`src/rtl/top_level_p3.sv`:
```
// rtl/top_level_p3.sv - program-3 engine: counts 5-bit pattern hits in a 32-byte message
// Results go to data memory bytes 33..35, then done is raised.

module top_level_p3_mem (
  input  logic       clk,
  input  logic       we,
  input  logic [7:0] addr,
  input  logic [7:0] wdata,
  output logic [7:0] rdata
);

  logic [7:0] core [256];

  // Contents are deliberately left out of reset so preloaded data survives.
  always_ff @(posedge clk) begin
    if (we) core[addr] <= wdata;
  end

  assign rdata = core[addr];

endmodule

module top_level_p3 #(
  parameter int MSG_BYTES = 32,
  parameter int PAT_ADDR  = 32,
  parameter int OUT_ADDR  = 33
) (
  input  logic clk,
  input  logic reset,
  output logic done
);

  typedef enum logic [2:0] {
    RESET_ST,
    LOAD,
    SCAN,
    WR33,
    WR34,
    WR35,
    DONE_ST
  } state_t;

  state_t     state, state_nxt;
  logic [7:0] idx;
  logic [7:0] pat;
  logic [7:0] prev;
  logic [7:0] ctb, cto, cts;

  logic       mem_we;
  logic [7:0] mem_addr;
  logic [7:0] mem_wdata;
  logic [7:0] mem_rdata;

  logic [7:0] inb_cnt;
  logic [7:0] cross_cnt;
  logic [7:0] cross_field;

  top_level_p3_mem dm1 (
    .clk  (clk),
    .we   (mem_we),
    .addr (mem_addr),
    .wdata(mem_wdata),
    .rdata(mem_rdata)
  );

  // Windows f[k+4:k] for k = 0..3; the pattern is 8 bits, so a set upper bit never matches.
  function automatic logic [7:0] count_windows(input logic [7:0] f, input logic [7:0] p);
    logic [7:0] n;
    n = 8'd0;
    for (int k = 0; k < 4; k++) begin
      if ({3'b000, f[k +: 5]} == p) n = n + 8'd1;
    end
    return n;
  endfunction

  assign cross_field = {prev[3:0], mem_rdata[7:4]};
  assign inb_cnt     = count_windows(mem_rdata, pat);
  assign cross_cnt   = (idx == 8'd0) ? 8'd0 : count_windows(cross_field, pat);

  always_ff @(posedge clk) begin
    if (reset) state <= RESET_ST;
    else       state <= state_nxt;
  end

  always_comb begin
    state_nxt = state;
    mem_we    = 1'b0;
    mem_addr  = idx;
    mem_wdata = 8'd0;
    unique case (state)
      RESET_ST: state_nxt = LOAD;
      LOAD: begin
        mem_addr  = 8'(PAT_ADDR);
        state_nxt = SCAN;
      end
      SCAN: begin
        mem_addr = idx;
        if (idx == 8'(MSG_BYTES - 1)) state_nxt = WR33;
      end
      WR33: begin
        mem_we    = 1'b1;
        mem_addr  = 8'(OUT_ADDR);
        mem_wdata = ctb;
        state_nxt = WR34;
      end
      WR34: begin
        mem_we    = 1'b1;
        mem_addr  = 8'(OUT_ADDR + 1);
        mem_wdata = cto;
        state_nxt = WR35;
      end
      WR35: begin
        mem_we    = 1'b1;
        mem_addr  = 8'(OUT_ADDR + 2);
        mem_wdata = cts;
        state_nxt = DONE_ST;
      end
      DONE_ST: state_nxt = DONE_ST;
      default: state_nxt = RESET_ST;
    endcase
  end

  always_ff @(posedge clk) begin
    if (reset || state == RESET_ST) begin
      idx  <= 8'd0;
      pat  <= 8'd0;
      prev <= 8'd0;
      ctb  <= 8'd0;
      cto  <= 8'd0;
      cts  <= 8'd0;
    end else begin
      case (state)
        LOAD: begin
          pat <= mem_rdata;
          idx <= 8'd0;
        end
        SCAN: begin
          ctb  <= ctb + inb_cnt;
          if (inb_cnt != 8'd0) cto <= cto + 8'd1;
          cts  <= cts + inb_cnt + cross_cnt;
          prev <= mem_rdata;
          idx  <= idx + 8'd1;
        end
        default: ;
      endcase
    end
  end

  assign done = (state == DONE_ST);

endmodule

```
`config.mk`:
```
export PLATFORM = sky130hd
export DESIGN_NAME = top_level_p3
export DESIGN_NICKNAME = d
export VERILOG_FILES = /design/src/rtl/top_level_p3.sv
export SDC_FILE = /design/constraint.sdc
export NUM_CORES = 1
export LEC_CHECK = 0
export BUFFER_PORTS_ARGS = -buffer_cell sky130_fd_sc_hd__buf_2
export CAP_MARGIN = 10
export CORE_UTILIZATION = 40
export CTS_CLUSTER_DIAMETER = 30
export DETAILED_ROUTE_END_ITERATION = 10
export PLACE_DENSITY = 0.64
export SETUP_SLACK_MARGIN = 0.4
export SYNTH_ARGS = -nofsm -noshare
export SYNTH_HDL_FRONTEND = slang
export SYNTH_SLANG_ARGS = --single-unit
export TNS_END_PERCENT = 100
```
`constraint.sdc`:
```
create_clock -name clk -period 1.6 [get_ports clk]
set_input_delay 0.32 -clock clk [delete_from_list [all_inputs] [get_ports clk]]
set_output_delay 0.32 -clock clk [all_outputs]
set_load 0.005 [all_outputs]
```
==> results.toml, run 1 <==
[status]
status = "complete, no violations"

[detailed_routing]
viasPerCell = 5.66
wl_per_cell_um = 13.9
drt-total-wl_um = 1370
drc = 0
drt_iter0_markers = 9
vias = 560
dr.pass1.iters = 4
ant_nets = 0

[synth]
synth_edf_count = 0
yosysTopAreaCell = "dfxtp_1"
synth.top_cell.area_share_pct = 37.3
async_reset_ff_share_pct = 0
syn_avg_cell_area_um2 = 8.20
syn_area_um2 = 591
yosysMostFrequentCell = "nor2_1"
synth-main-ff-cell = "dfxtp_1"
synth_area_leaders = "dfxtp_1 (37%), nor2_1 (7.6%), a22oi_1 (5.1%), mux2_2 (3.8%), nor3_1 (3.4%)"
ys_types = 32
syn_nets = 75
yosys_warnings = 0
syn-instance-count = 72
synthTopCellsByCount = "nor2_1 (12), dfxtp_1 (11), nand2_1 (5)"
synth-seq-cells = 11
yosysSeqAreaShare_pct = 37.3

[timing]
clock_skew_ns = 0.00347
rsz0062_at_grt = "yes"
fin_crit_sh_pct = 86.6
fin_worst_hold_slack_ns = 0.311
max_freq_mhz = 722
finalSetupViolCount = 0
hold_viol_final = 0
slew_viol_final = 0
min_period_ns = 1.39
relSlewSlack_pct = 73.4
setup_tns_ns = 0
worst_pin_slew_ns = 0.396

[power]
p_per_area_mw_per_mm2 = 916
intPower_uw = 487
p_seq_share_pct = 42.7
p_leak_nw = 0.284
swShare_pct = 31.4
p_switching_uw = 223
clkPwrFrac_pct = 27.8
power_frac_comb_pct = 29.5
vdd_ir_drop_max_mv = 0.596

[setup_path]
end_kind = "primary output"
required_ns = 1.28
crit_arrival_ns = 1.07
critical_path_class = "flop to primary output"
worstSetupStartpointType = "flop"
cp_max_fo = 11

[global_routing]
grt_max_degree = 12
grt_pass1_wl_um = 1990
grtUsageTotal_pct = 19.5
grt_remaining_overflow = 0
grt_pass1_vias = 474
antenna_found_initial = 0

[placement]
portBuffers = 2
dp_hpwl_um = 856
dpl_cell_area_um2 = 653
gp_congestion = 0.782

[clock_network]
clock_sinks = 11
clk_pin_slew_ns = 0.08
clkLatencyLatePin_ns = 0.27
cts_hold_buf = 0
clock_path_buffers = 2
ctsHtreeMaxLevel = 1
cts_buffers = 3
tritoncts = "built"
cts_root_buf = "clkbuf_4"

[die]
core_mm2 = 0.00133
die_h_um = 40.4
start_util_pct = 44.3
dieArea_mm2 = 0.00163
ios = 3
fp-row-count = 13
die_w_um = 40.4

[layout]
fin_area_um2 = 776
final_util_pct = 58.2
n_antenna_cell = 0
drive_gt1_share_pct = 41.7
area_growth_pct = 31.4
nNetsFinal = 88

[flow_run]
cap_violations = 0

[hold_path]
min_path_type = "input port to flop"
-- final timing paths --
path / from / to / slack [ns] / cells past startpoint
hold reg to reg: idx[5]$_SDFFE_PP0P_ / idx[6]$_SDFFE_PP0P_ / 0.54 / 2
hold / removal: reset / idx[0]$_SDFFE_PP0P_ / 0.31 / 2
setup / recovery: state[1]$_SDFFE_PP0P_ / done / 0.21 / 3
setup reg to reg: state[2]$_SDFFE_PP0P_ / idx[7]$_SDFFE_PP0P_ / 0.23 / 4
-- area by class of cell --
type	instances	area, um2
tap	15	18.8
sequential	11	235
multi-input combinational	55	399
timing repair buffer	12	88.8
fill	126	558
clock buffer	4	26.3
inverter	2	7.51
-- metrics by stage --
stage          setup WS (ns)  power (mW)  instances
2_1_floorplan          0.292       0.420         72
3_3_place_gp           0.244       0.458         88
3_5_place_dp           0.237       0.458         88
4_1_cts                0.221       0.688         97
5_1_grt                0.143       0.747         99
6_report               0.214       0.710         99
-- metal layers --
layer  GRT usage (%)  wire (um)
met1            23.6        628
met3            5.56         32
met2            27.8        688
met5               0          0
met4            16.7         22
-- logic make-up (layout without fill, tap and decap cells) --
logic type,Yosys count,in the layout,share of synthesized area (%)
AND/OR/NAND/NOR,33,33,29.0
AO/OA/AOI/OAI,16,16,18.9
flip-flops,11,11,37.3
buffers and inverters,6,18,4.02
multiplexers,3,3,5.72
XOR/XNOR,2,2,2.97
adder cells (fa/ha/maj),1,1,2.12
-- state kept, by name (all words and copies together), names as in the netlist --
signal and flops:
idx 8, state 3
-- power by group through the flow --
stage | clock [mW] | sequential (mW) | combinational [mW]
6_report | 0.197 | 0.303 | 0.210
3_5_place_dp | 0 | 0.311 | 0.148
2_1_floorplan | 0 | 0.307 | 0.113
3_3_place_gp | 0 | 0.311 | 0.147
4_1_cts | 0.201 | 0.304 | 0.183
5_1_grt | 0.216 | 0.306 | 0.225
-- worst max-delay path: stages (launching register included) --
cell	delay, ns
dfxtp_1	0.33
buf_4	0.19
and3b_1	0.17
buf_2	0.11
-- timing repair --
action | 4_1_cts | 5_1_grt
setup buffers | 5 | 2
pin swaps | 0 | 6
gates cloned | 0 | 0
setup endpoints to repair | 8 | 9
gates resized for setup | 5 | 10
-- layout by cell type, fill, tap and decap left out, types with 2 or more instances in the layout --
cell	n
nor2_1	10
buf_4	9
nand2_1	5
dfxtp_1	5
a22oi_1	4
nor3_1	4
nand3_1	3
o21ai_0	3
clkbuf_4	3
dfxtp_4	3
dfxtp_2	3
mux2_2	2
nor2_2	2
inv_1	2
buf_2	2
(Power assumes the default switching activity.)
==> run 2, diff against run 1 <==
==> constraint.sdc (replaced) <==
create_clock -name clk -period 1.6 [get_ports clk]
set_input_delay 0.08 -clock clk [delete_from_list [all_inputs] [get_ports clk]]
set_output_delay 0.08 -clock clk [all_outputs]
set_load 0.005 [all_outputs]
==> run 2 against run 1 <==
Worst setup slack worse by 0.0037 ns. Sequential power hardly changed. Sequential share of layout area is 3.5 points lower. Critical path depth is 1 higher. Global-route usage is 3.2 points higher. Combinational power is 36% higher. Fmax is 0.27% lower. Total power is 12% higher. Via count is 8.6% higher. Clock-buffer cell count stayed put. Design area is 14% higher. First-iteration DRC count grew to 2.8 times the previous value. Largest power group unchanged. Highest routed layer unchanged.
==> results.toml, run 2 (same netlist as run 1, synthesis figures left out) <==
[setup_path]
reg2reg_to = "idx[7]$_SDFFE_PP0P_"
r2r-start = "state[2]$_SDFFE_PP0P_"
critical_path_class = "flop to flop"
crit_arrival_ns = 1.60
crit_path_start = "state[2]$_SDFFE_PP0P_"
r2r_setup_slack_ns = 0.21
crit_end = "idx[7]$_SDFFE_PP0P_"
cp_max_fo = 3
end_kind = "flop"
reg2reg_depth = 4
worstSetupStartpointType = "flop"
required_ns = 1.81

[clock_network]
clkLatencyLatePin_ns = 0.28
cts_hold_buf = 0
clk_pin_slew_ns = 0.08
cts_root_buf = "clkbuf_4"
cts_buffers = 3
tritoncts = "built"
clock_path_buffers = 2
ctsHtreeMaxLevel = 1
clock_sinks = 11

[die]
core_mm2 = 0.00133
dieArea_mm2 = 0.00163
start_util_pct = 44.3
fp-row-count = 13
die_h_um = 40.4
ios = 3
die_w_um = 40.4

[placement]
pre_cts_ws_ns = 0.237
gp_congestion = 0.782
dp_hpwl_um = 856
portBuffers = 2

[power]
intPower_uw = 530
p_switching_uw = 264
p_per_area_mw_per_mm2 = 901
clkPwrFrac_pct = 25.6
vdd_ir_drop_max_mv = 0.643
swShare_pct = 33.3
power_frac_comb_pct = 36.0
p_leak_nw = 0.320
p_seq_share_pct = 38.4

[hold_path]
min_path_type = "input port to flop"
hold_depth = 2

[timing]
slew_viol_final = 0
min_period_ns = 1.39
relSlewSlack_pct = 77.8
clock_skew_ns = 0.0108
fin_crit_sh_pct = 86.8
worst_pin_slew_ns = 0.331
rsz0062_at_grt = "yes"
setup_tns_ns = 0
hold_viol_final = 0
final.setup.worst_slack_ns = 0.210
finalSetupViolCount = 0
max_freq_mhz = 720

[layout]
top_register = "idx"
n_antenna_cell = 0
largest_reg_flops = 8
area_growth_pct = 49.2
drive_gt1_share_pct = 50.0
final_common_cell = "nor2_1"
nNetsFinal = 92
layout_common_cells = "nor2_1 (10), buf_4 (8), nand2_1 (5), buf_6 (5)"
n_fill_cell = 101
reg.largest.list = "idx: 8 flops, state: 3 flops"

[detailed_routing]
dr.pass1.iters = 4
vias = 608
ant_nets = 0
wl_per_cell_um = 16.1
drt-total-wl_um = 1660
drt_iter0_markers = 25
drc = 0
viasPerCell = 5.90

[global_routing]
grt_max_degree = 12
grt_pass1_wl_um = 2320
grtUsageTotal_pct = 22.7
antenna_found_initial = 0
grt_pass1_vias = 490
grt_remaining_overflow = 0

[status]
status = "complete, no violations"

[flow_run]
cap_violations = 0
-- run 2: area by class of cell --
type | count | area (um2) | area share, %
Inverter | 2 | 7.51 | 0.852
Tap cell | 15 | 18.8 | 2.13
Multi-Input combinational cell | 55 | 450 | 51.1
Clock buffer | 4 | 26.3 | 2.98
Sequential cell | 11 | 236 | 26.8
Timing Repair Buffer | 16 | 141 | 16.1
-- run 2: metrics by stage --
step	hold WS (ns)	util, %	instance area [um2]	power, mW	cells
6_report	0.0649	66.0	881	0.794	103
5_1_grt	0.0830	66.0	881	0.822	103
4_1_cts	0.0786	60.6	808	0.739	100
3_5_place_dp	0.371	49.0	653	0.458	88
3_3_place_gp	0.356	49.0	653	0.458	88
2_1_floorplan	0.358	-	621	0.420	72
-- run 2: metal layers --
metal / track usage [%] / up-vias / share of wire (%)
met5: 0 / - / 0
met4: 15.0 / 0 / 2.0
met2: 35.3 / 17 / 52
li1: - / 293 / -
met1: 27.6 / 292 / 42
met3: 5.00 / 6 / 3.6
-- run 2: power groups by stage --
stage	combinational (mW)	clock [mW]	sequential [mW]
finish	0.286	0.203	0.305
global route	0.299	0.216	0.307
CTS	0.235	0.201	0.303
detailed placement	0.148	0	0.311
global placement	0.147	0	0.311
floorplan	0.113	0	0.307
-- run 2: timing repair --
item / 4_1_cts / 5_1_grt
buffers inserted: 7 / 3
cloned: 1 / 0
pin swaps: 7 / 12
endpoints found under the hold margin: 0 / 0
endpoints found under the setup margin: 7 / 9
gates resized for setup: 16 / 16
-- run 2: how the worst min path moves through the flow --
stage | startpoint | endpoint | slack, ns
finish | reset | idx[0]$_SDFFE_PP0P_ | 0.06
global route | reset | state[2]$_SDFFE_PP0P_ | 0.08
CTS | reset | state[2]$_SDFFE_PP0P_ | 0.08
detailed placement | reset | idx[1]$_SDFFE_PP0P_ | 0.37
global placement | reset | state[2]$_SDFFE_PP0P_ | 0.36
floorplan | reset | idx[0]$_SDFFE_PP0P_ | 0.36
-- run 2: worst max-delay path: stages (launching register included) --
cell     delay (ns)
dfxtp_4        0.35
or3b_4         0.41
nor4_4         0.16
mux2_4         0.32
nor2_1         0.08
